`src/rtl/plab2_proc_muldiv_iter_if.sv`:
```
// Request/response bundle between the D/X stages and the iterative
// multiply/divide unit.
//
// Signals:
//   domain      security domain of the requesting instruction
//   in_val      request valid (D stage -> unit)
//   in_rdy      request ready (unit -> D stage)
//   in_func     0=MUL 1=DIV 2=DIVU 3=REM 4=REMU, 5-7 reserved
//   in_a        multiplicand / dividend
//   in_b        multiplier / divisor
//   kill        abort the in-flight operation (pipeline flush)
//   out_val     response valid (unit -> X stage)
//   out_rdy     response ready (X stage -> unit)
//   out_result  result word
//   out_domain  domain captured when the request was accepted
//   busy        unit is not idle
//
// Modports: master = requester/consumer side, slave = the unit itself.
interface plab2_proc_muldiv_iter_if #(
  parameter int p_nbits = 32
);
  logic               domain;
  logic               in_val;
  logic               in_rdy;
  logic [2:0]         in_func;
  logic [p_nbits-1:0] in_a;
  logic [p_nbits-1:0] in_b;
  logic               kill;
  logic               out_val;
  logic               out_rdy;
  logic [p_nbits-1:0] out_result;
  logic               out_domain;
  logic               busy;

  modport master (
    output domain, in_val, in_func, in_a, in_b, kill, out_rdy,
    input  in_rdy, out_val, out_result, out_domain, busy
  );

  modport slave (
    input  domain, in_val, in_func, in_a, in_b, kill, out_rdy,
    output in_rdy, out_val, out_result, out_domain, busy
  );
endinterface

```
`src/rtl/plab2_proc_muldiv_iter.sv`:
```
// Iterative multiply/divide unit for the X stage.
//
// MUL uses shift-add on the raw operands (low p_nbits of the product), with
// optional early termination once the remaining multiplier bits are zero.
// DIV/DIVU/REM/REMU use restoring division on magnitudes, one quotient bit
// per cycle for exactly p_nbits cycles, with a sign fixup on completion.
// The security-domain label is captured at accept and returned with the
// result. kill drops the in-flight operation without a response.
//
// Ports:
//   clk    clock
//   reset  synchronous active-high reset
//   bus    request/response bundle (slave modport), see the interface file
module plab2_proc_muldiv_iter #(
  parameter int p_nbits      = 32,
  parameter bit p_early_term = 1'b1
) (
  input  logic                         clk,
  input  logic                         reset,
  plab2_proc_muldiv_iter_if.slave      bus
);

  localparam logic [1:0] S_IDLE = 2'd0;
  localparam logic [1:0] S_CALC = 2'd1;
  localparam logic [1:0] S_DONE = 2'd2;

  localparam logic [2:0] F_MUL  = 3'd0;
  localparam logic [2:0] F_DIV  = 3'd1;
  localparam logic [2:0] F_DIVU = 3'd2;
  localparam logic [2:0] F_REM  = 3'd3;
  localparam logic [2:0] F_REMU = 3'd4;

  localparam int CW = $clog2(p_nbits) + 1;

  logic [1:0]         state_q,   state_d;
  logic [2:0]         func_q,    func_d;
  logic               domain_q,  domain_d;
  logic [p_nbits-1:0] a_q,       a_d;
  logic [p_nbits-1:0] b_q,       b_d;
  logic [p_nbits-1:0] acc_q,     acc_d;
  logic [p_nbits:0]   rem_q,     rem_d;
  logic [CW-1:0]      cnt_q,     cnt_d;
  logic               negQuot_q, negQuot_d;
  logic               negRem_q,  negRem_d;
  logic               divZero_q, divZero_d;
  logic [p_nbits-1:0] result_q,  result_d;

  // Operand conditioning at accept: signed divide ops work on magnitudes.
  logic               signedOp;
  logic               aNeg;
  logic               bNeg;
  logic [p_nbits-1:0] aAbs;
  logic [p_nbits-1:0] bAbs;

  assign signedOp = (bus.in_func == F_DIV) || (bus.in_func == F_REM);
  assign aNeg     = signedOp && bus.in_a[p_nbits-1];
  assign bNeg     = signedOp && bus.in_b[p_nbits-1];
  assign aAbs     = aNeg ? (~bus.in_a + 1'b1) : bus.in_a;
  assign bAbs     = bNeg ? (~bus.in_b + 1'b1) : bus.in_b;

  // One restoring-division step. a_q doubles as the dividend shift register
  // and the quotient collector: dividend bits leave at the top while
  // quotient bits enter at the bottom. The partial remainder never exceeds
  // 2*divisor-1, so the top bit of the difference is a reliable borrow.
  logic [p_nbits:0]   remShift;
  logic [p_nbits:0]   remDiff;
  logic               qBit;
  logic [p_nbits:0]   remStep;
  logic [p_nbits-1:0] quoStep;
  logic [p_nbits-1:0] remLow;

  assign remShift = {rem_q[p_nbits-1:0], a_q[p_nbits-1]};
  assign remDiff  = remShift - {1'b0, b_q};
  assign qBit     = ~remDiff[p_nbits];
  assign remStep  = qBit ? remDiff : remShift;
  assign quoStep  = {a_q[p_nbits-2:0], qBit};
  assign remLow   = remStep[p_nbits-1:0];

  // One shift-add multiply step.
  logic [p_nbits-1:0] mulAcc;
  logic               lastIter;

  assign mulAcc   = acc_q + (b_q[0] ? a_q : '0);
  assign lastIter = (cnt_q == CW'(p_nbits - 1));

  // Next-state logic. Accept happens in IDLE whenever in_val is high; the
  // register block gives reset priority, which is what keeps in_rdy honest
  // while reset is asserted. kill is only looked at outside IDLE, so it
  // never blocks an accept, and it beats an out_rdy handshake in DONE.
  always_comb begin
    state_d   = state_q;
    func_d    = func_q;
    domain_d  = domain_q;
    a_d       = a_q;
    b_d       = b_q;
    acc_d     = acc_q;
    rem_d     = rem_q;
    cnt_d     = cnt_q;
    negQuot_d = negQuot_q;
    negRem_d  = negRem_q;
    divZero_d = divZero_q;
    result_d  = result_q;

    case (state_q)
      S_IDLE: begin
        if (bus.in_val) begin
          func_d    = bus.in_func;
          domain_d  = bus.domain;
          a_d       = aAbs;
          b_d       = bAbs;
          acc_d     = '0;
          rem_d     = '0;
          cnt_d     = '0;
          negQuot_d = aNeg ^ bNeg;
          negRem_d  = aNeg;
          divZero_d = (bus.in_b == '0);
          state_d   = S_CALC;
        end
      end

      S_CALC: begin
        if (bus.kill) begin
          state_d = S_IDLE;
        end else begin
          cnt_d = cnt_q + 1'b1;
          case (func_q)
            F_MUL: begin
              acc_d = mulAcc;
              a_d   = a_q << 1;
              b_d   = b_q >> 1;
              if (p_early_term ? (b_q[p_nbits-1:1] == '0) : lastIter) begin
                result_d = mulAcc;
                state_d  = S_DONE;
              end
            end
            F_DIV, F_DIVU, F_REM, F_REMU: begin
              a_d   = quoStep;
              rem_d = remStep;
              if (lastIter) begin
                // Divide-by-zero keeps the all-ones quotient unnegated; its
                // remainder is |a| with a's sign, i.e. a itself.
                if (func_q == F_DIV && negQuot_q && !divZero_q) begin
                  result_d = ~quoStep + 1'b1;
                end else if (func_q == F_DIV || func_q == F_DIVU) begin
                  result_d = quoStep;
                end else if (func_q == F_REM && negRem_q) begin
                  result_d = ~remLow + 1'b1;
                end else begin
                  result_d = remLow;
                end
                state_d = S_DONE;
              end
            end
            default: begin
              result_d = '0;
              state_d  = S_DONE;
            end
          endcase
        end
      end

      S_DONE: begin
        if (bus.kill || bus.out_rdy) begin
          state_d = S_IDLE;
        end
      end

      default: begin
        state_d = S_IDLE;
      end
    endcase
  end

  // State registers, synchronously cleared by reset.
  always_ff @(posedge clk) begin
    if (reset) begin
      state_q   <= S_IDLE;
      func_q    <= '0;
      domain_q  <= 1'b0;
      a_q       <= '0;
      b_q       <= '0;
      acc_q     <= '0;
      rem_q     <= '0;
      cnt_q     <= '0;
      negQuot_q <= 1'b0;
      negRem_q  <= 1'b0;
      divZero_q <= 1'b0;
      result_q  <= '0;
    end else begin
      state_q   <= state_d;
      func_q    <= func_d;
      domain_q  <= domain_d;
      a_q       <= a_d;
      b_q       <= b_d;
      acc_q     <= acc_d;
      rem_q     <= rem_d;
      cnt_q     <= cnt_d;
      negQuot_q <= negQuot_d;
      negRem_q  <= negRem_d;
      divZero_q <= divZero_d;
      result_q  <= result_d;
    end
  end

  assign bus.in_rdy     = (state_q == S_IDLE) && !reset;
  assign bus.out_val    = (state_q == S_DONE);
  assign bus.out_result = result_q;
  assign bus.out_domain = domain_q;
  assign bus.busy       = (state_q != S_IDLE);

endmodule

```
`src/flat_wrapper.sv`:
```
// flat-port wrapper written by rule: the top's interface ports become plain ports
module plab2_proc_muldiv_iter_flat 
#(
  parameter int p_nbits      = 32,
  parameter bit p_early_term = 1'b1
)
  (clk, reset, bus_domain, bus_in_val, bus_in_func, bus_in_a, bus_in_b, bus_kill, bus_out_rdy, bus_in_rdy, bus_out_val, bus_out_result, bus_out_domain, bus_busy);
  plab2_proc_muldiv_iter_if #(.p_nbits(p_nbits)) bus_i ();
  input  logic clk;
  input  logic reset;
  input wire logic [$bits(bus_i.domain)-1:0] bus_domain;
  input wire logic [$bits(bus_i.in_val)-1:0] bus_in_val;
  input wire logic [$bits(bus_i.in_func)-1:0] bus_in_func;
  input wire logic [$bits(bus_i.in_a)-1:0] bus_in_a;
  input wire logic [$bits(bus_i.in_b)-1:0] bus_in_b;
  input wire logic [$bits(bus_i.kill)-1:0] bus_kill;
  input wire logic [$bits(bus_i.out_rdy)-1:0] bus_out_rdy;
  output wire logic [$bits(bus_i.in_rdy)-1:0] bus_in_rdy;
  output wire logic [$bits(bus_i.out_val)-1:0] bus_out_val;
  output wire logic [$bits(bus_i.out_result)-1:0] bus_out_result;
  output wire logic [$bits(bus_i.out_domain)-1:0] bus_out_domain;
  output wire logic [$bits(bus_i.busy)-1:0] bus_busy;
  assign bus_i.domain = bus_domain;
  assign bus_i.in_val = bus_in_val;
  assign bus_i.in_func = bus_in_func;
  assign bus_i.in_a = bus_in_a;
  assign bus_i.in_b = bus_in_b;
  assign bus_i.kill = bus_kill;
  assign bus_i.out_rdy = bus_out_rdy;
  assign bus_in_rdy = bus_i.in_rdy;
  assign bus_out_val = bus_i.out_val;
  assign bus_out_result = bus_i.out_result;
  assign bus_out_domain = bus_i.out_domain;
  assign bus_busy = bus_i.busy;
  plab2_proc_muldiv_iter #(.p_nbits(p_nbits), .p_early_term(p_early_term)) u_core (.clk(clk), .reset(reset), .bus(bus_i));
endmodule
```
`config.mk`:
```
export PLATFORM = sky130hd
export DESIGN_NAME = plab2_proc_muldiv_iter_flat
export DESIGN_NICKNAME = d
export VERILOG_FILES = /design/src/rtl/plab2_proc_muldiv_iter_if.sv /design/src/rtl/plab2_proc_muldiv_iter.sv /design/src/flat_wrapper.sv
export SDC_FILE = /design/constraint.sdc
export NUM_CORES = 1
export LEC_CHECK = 0
export BUFFER_PORTS_ARGS = -buffer_cell sky130_fd_sc_hd__buf_4
export CAP_MARGIN = 40
export CORE_ASPECT_RATIO = 1.75
export CORE_MARGIN = 2
export CORE_UTILIZATION = 45
export DETAILED_ROUTE_END_ITERATION = 8
export GPL_TIMING_DRIVEN = 0
export HOLD_SLACK_MARGIN = 0.03
export SLEW_MARGIN = 40
export SYNTH_ARGS = -nofsm -noshare
export SYNTH_HDL_FRONTEND = slang
export SYNTH_SLANG_ARGS = --single-unit
```
`constraint.sdc`:
```
create_clock -name clk -period 9.9 [get_ports clk]
set_input_delay 0.495 -clock clk [delete_from_list [all_inputs] [get_ports clk]]
set_output_delay 0.495 -clock clk [all_outputs]
set_load 0.02 [all_outputs]
```
==> results.txt <==
- Width of the chip: 141 µm
* Count of mapped cells out of synthesis: 2082
- Global routing used 37.0% of the available tracks.
- The largest single stage delay on the critical path is 0.45 ns.
* Setup slack on the worst flop-to-flop path: 3.14 ns
- Post-CTS resize count: 0
- Result of the run: complete, no violations
* Final std cell area, no fill: 0.0168 mm²
- For this run, the post-layout net count is 2355.
* Final core utilization: 51.9%
- Counting cells, the worst reg-to-reg path comes to 27.
* Number of rows in the core area: 87
- After clock tree synthesis, the flow added hold-fix buffers numbering 0.
- VDD sags by at most 0.131 mV.
- The repair_antennas step left the layout with diodes totalling 0.
- EDFF count, synth: 0
* Drt drc: 0
- Via-per-instance ratio: 6.30
* Worst Setup Start Kind: register
- Total wire length after detailed routing: 64400 µm
* Ys Warns: 0
- After detailed routing, the average wire length per cell comes to 24.5 µm.
- Post-CTS Repair Setup Buffers: 0
- Total Die Area: 0.0344 mm²
- Data required, critical path: 10.28 ns
* Flip-flop cell with the highest count after synthesis: sky130_fd_sc_hd__dfxtp_1
* H-tree levels: 4
- Detailed-router iteration count before antenna repair: 5
* Synthesized cell area: 0.0148 mm²
* Library cell used as clock root buffer: sky130_fd_sc_hd__clkbuf_16
* Worst endpoint data arrival time: 7.14 ns
- The number of different library cells used by synthesis comes to 87.
- Buffers placed on the I/O ports in this run total 107.
- The library cell used most frequently in the layout, excluding fill and tap cells, is sky130_fd_sc_hd__nor2_1.
* CTS buffer count: 17
* Number of antenna violations at the first check in global routing: 0
* Overall die height: 244 µm
- Synthesis produced a netlist with a net count of 2226.
* Worst slack at placement: 3.32 ns
* Post-layout worst setup margin: 3.14 ns
- In this run the power density over the cells is 135 mW/mm².
- Core area: 0.0323 mm²
- Post-DRT Antenna Nets: 0
- At the later pin of the worst-skew pair, clock insertion delay measures 0.47 ns.
- The tool flagged a number of max-cap violations equal to 0.
- In this run the deepest clock path goes through 2 buffers.
* Synthesized area per cell: 7.10 µm²
- For hold timing, the worst endpoint is u_core.state_q[1]$_SDFFE_PP0P_.
* Initial core utilization: 45.7%
* Max frequency: 148 MHz
- Total cell area at the placement stage: 0.0161 mm²
- Worst Hold Launch: bus_kill
- The cell family contributing the most delay on the critical path is compound AO/OA/AOI/OAI gates.
* #FFs+latches synth: 175
- The count of final max-slew check failures was 0.
- Sinks on the clock net: 175
- Setup skew after layout: 0.0127 ns
- Highest-count cells in the layout ignoring fill and taps: 359 x sky130_fd_sc_hd__nor2_1, 239 x sky130_fd_sc_hd__a21oi_1, 175 x sky130_fd_sc_hd__dfxtp_1, 125 x sky130_fd_sc_hd__nand2_1, 112 x sky130_fd_sc_hd__buf_4
- Share of post-route cells with drive strength above 1: 9.76%
- # setup viols final: 0
- Final hold viol count: 0
- First element of the critical path: u_core.a_q[31]$_SDFFE_PP0P_
* Cell at the slowest stage of the critical path: sky130_fd_sc_hd__dfxtp_1
- The worst register-to-register path begins at u_core.a_q[31]$_SDFFE_PP0P_.
- Summed over all layers, the global routing overflow is 0.
* Reg-to-Reg End: u_core.bus.out_result[26]$_SDFFE_PP0P_
* Initial DRC count: 1388
* Final period util: 68.3%
- For the finished layout, the period the worst path requires is 6.76 ns.
- Share of flip-flops with an asynchronous set or reset: 0%
- Summing the sequential cell areas from Yosys gives 23.7% of the chip area.
- Min-Delay Path Class: primary input to register
- For the final routed database, the setup TNS stands at 0 ns.
* Crit. End Element: register
- Total via count in the routed design: 16500
- RSZ-0062 raised after global routing: no
- Leakage: 6.74 nW
* Normalized max-slew margin: 38.5%
* Layout overhead on the synthesized area: 13.5%
* RD Place Congestion: 1.05
- Worst-path clk slew: 0.08 ns
* Maximum number of pins on one net before global-route repair: 18
- Combined buffer and inverter count along the critical path: 8
- Of all nets on the critical path, the largest fanout is 10.
- Number of global-route vias before repair: 15900
- Worst Hold Depth: 2
- For this design the top-level I/O count stands at 109.
- TritonCTS built the clock tree.
- The setup path with the least slack is of type register to register.
- Across all hold checks on the routed design, the worst slack comes to 0.233 ns.
- Once detailed placement completed, the half-perimeter wirelength came to 51900 µm.
- The first global-routing pass estimated 95400 µm of wire.
- At the pin with the least slew margin, the transition time is 0.922 ns.
[final cells by class]
type                            count  area [µm²]
Fill cell                        3400       15500
Multi-Input combinational cell   1704       10500
Sequential cell                   175        3500
Timing Repair Buffer              110         825
Buffer                            135         566
Tap cell                          400         500
Clock buffer                       19         443
Inverter                           68         255
Clock inverter                     13         191
[where the power goes]
| part | leakage (nW) | switching (mW) | internal (mW) |
|---|---|---|---|
| sequential | 1.42 | 0.0547 | 0.737 |
| combinational | 5.01 | 0.487 | 0.234 |
| clock | 0.308 | 0.339 | 0.415 |
[metrics by stage]
stage	power, mW	std cells
final	2.27	2624
after global routing	2.36	2624
after CTS	2.25	2623
after detailed placement	1.51	2591
after global placement	1.50	2589
after floorplan	1.24	2082
[state kept, by name, indices dropped and copies added (netlist names)]
signal / count
u_core.negRem_q: 1
u_core.func_q: 3
u_core.rem_q: 32
u_core.cnt_q: 6
u_core.divZero_q: 1
u_core.b_q: 32
u_core.bus.out_result: 32
u_core.state_q: 2
u_core.acc_q: 32
u_core.bus.out_domain: 1
u_core.negQuot_q: 1
u_core.a_q: 32
[synthesized netlist by cell type, types with 10 or more instances]
library cell | instances | area share, %
sky130_fd_sc_hd__nand2b_1 | 17 | 0.72
sky130_fd_sc_hd__xor2_1 | 62 | 3.7
sky130_fd_sc_hd__o21a_1 | 18 | 0.91
sky130_fd_sc_hd__mux2i_1 | 28 | 1.9
sky130_fd_sc_hd__or4_1 | 11 | 0.56
sky130_fd_sc_hd__nor3_1 | 78 | 2.6
sky130_fd_sc_hd__a31oi_1 | 41 | 1.7
sky130_fd_sc_hd__buf_2 | 13 | 0.44
sky130_fd_sc_hd__and3_1 | 11 | 0.47
sky130_fd_sc_hd__nand3_1 | 39 | 1.3
sky130_fd_sc_hd__xnor2_1 | 73 | 4.3
sky130_fd_sc_hd__nor2b_1 | 11 | 0.47
sky130_fd_sc_hd__a221oi_1 | 10 | 0.59
sky130_fd_sc_hd__a21o_1 | 29 | 1.5
sky130_fd_sc_hd__a22oi_1 | 23 | 1.2
sky130_fd_sc_hd__o31ai_1 | 15 | 0.76
sky130_fd_sc_hd__or2_2 | 10 | 0.42
sky130_fd_sc_hd__nand4_1 | 17 | 0.72
sky130_fd_sc_hd__inv_1 | 67 | 1.7
sky130_fd_sc_hd__o211ai_1 | 15 | 0.76
sky130_fd_sc_hd__and2_1 | 45 | 1.9
sky130_fd_sc_hd__a211oi_1 | 90 | 4.6
sky130_fd_sc_hd__dfxtp_1 | 175 | 24
sky130_fd_sc_hd__nand2_1 | 125 | 3.2
sky130_fd_sc_hd__or3_1 | 24 | 1.0
sky130_fd_sc_hd__ha_1 | 69 | 5.8
sky130_fd_sc_hd__a21oi_1 | 239 | 8.1
sky130_fd_sc_hd__clkbuf_1 | 110 | 2.8
sky130_fd_sc_hd__nor4_1 | 27 | 1.1
sky130_fd_sc_hd__nor2_1 | 361 | 9.2
sky130_fd_sc_hd__o21ai_0 | 74 | 2.5
[worst max-delay path by stage]
stage | end | slack [ns] | depth (start not counted)
6_report | u_core.bus.out_result[26]$_SDFFE_PP0P_ | 3.14 | 27
5_1_grt | u_core.bus.out_result[24]$_SDFFE_PP0P_ | 2.91 | 27
4_1_cts | u_core.bus.out_result[24]$_SDFFE_PP0P_ | 3.30 | 26
3_5_place_dp | u_core.bus.out_result[24]$_SDFFE_PP0P_ | 3.32 | 26
3_3_place_gp | u_core.bus.out_result[28]$_SDFFE_PP0P_ | 3.34 | 22
2_1_floorplan | u_core.bus.out_result[28]$_SDFFE_PP0P_ | 4.95 | 22
[metal layers]
layer	up-vias	share of wire [%]	global-route usage [%]
met4	0	11	34.9
met5	-	0	0
met2	635	49	64.8
li1	7816	-	-
met1	7803	35	37.5
met3	265	4.4	4.42
[worst reg2reg max path, cell delays in order (launching register included)]
cell                       delay (ns)
sky130_fd_sc_hd__dfxtp_1         0.45
sky130_fd_sc_hd__inv_1           0.27
sky130_fd_sc_hd__ha_1            0.26
sky130_fd_sc_hd__inv_1           0.07
sky130_fd_sc_hd__fa_1            0.44
sky130_fd_sc_hd__a21oi_1         0.22
sky130_fd_sc_hd__nor2_1          0.11
sky130_fd_sc_hd__o21ai_2         0.33
sky130_fd_sc_hd__and3_1          0.30
sky130_fd_sc_hd__o21ai_2         0.20
sky130_fd_sc_hd__and3_1          0.23
sky130_fd_sc_hd__buf_4           0.17
sky130_fd_sc_hd__inv_2           0.07
sky130_fd_sc_hd__buf_4           0.19
sky130_fd_sc_hd__buf_4           0.23
sky130_fd_sc_hd__buf_2           0.33
sky130_fd_sc_hd__nor2_1          0.07
sky130_fd_sc_hd__a21oi_1         0.26
sky130_fd_sc_hd__ha_1            0.34
sky130_fd_sc_hd__inv_1           0.06
sky130_fd_sc_hd__a211oi_1        0.25
sky130_fd_sc_hd__o2111a_1        0.31
sky130_fd_sc_hd__nand4_1         0.20
sky130_fd_sc_hd__a221o_1         0.43
sky130_fd_sc_hd__o21ai_1         0.18
sky130_fd_sc_hd__xor2_1          0.33
sky130_fd_sc_hd__o211ai_1        0.18
sky130_fd_sc_hd__a211oi_2        0.21
[cells by family after synthesis]
logic type,share of synthesized area (%)
AND/OR/NAND/NOR,25.1
buffers and inverters,5.54
adder cells (fa/ha/maj),6.11
flip-flops,23.7
XOR/XNOR,8.00
multiplexers,2.53
AO/OA/AOI/OAI,29.0
Power figures use the tool's default switching activity.
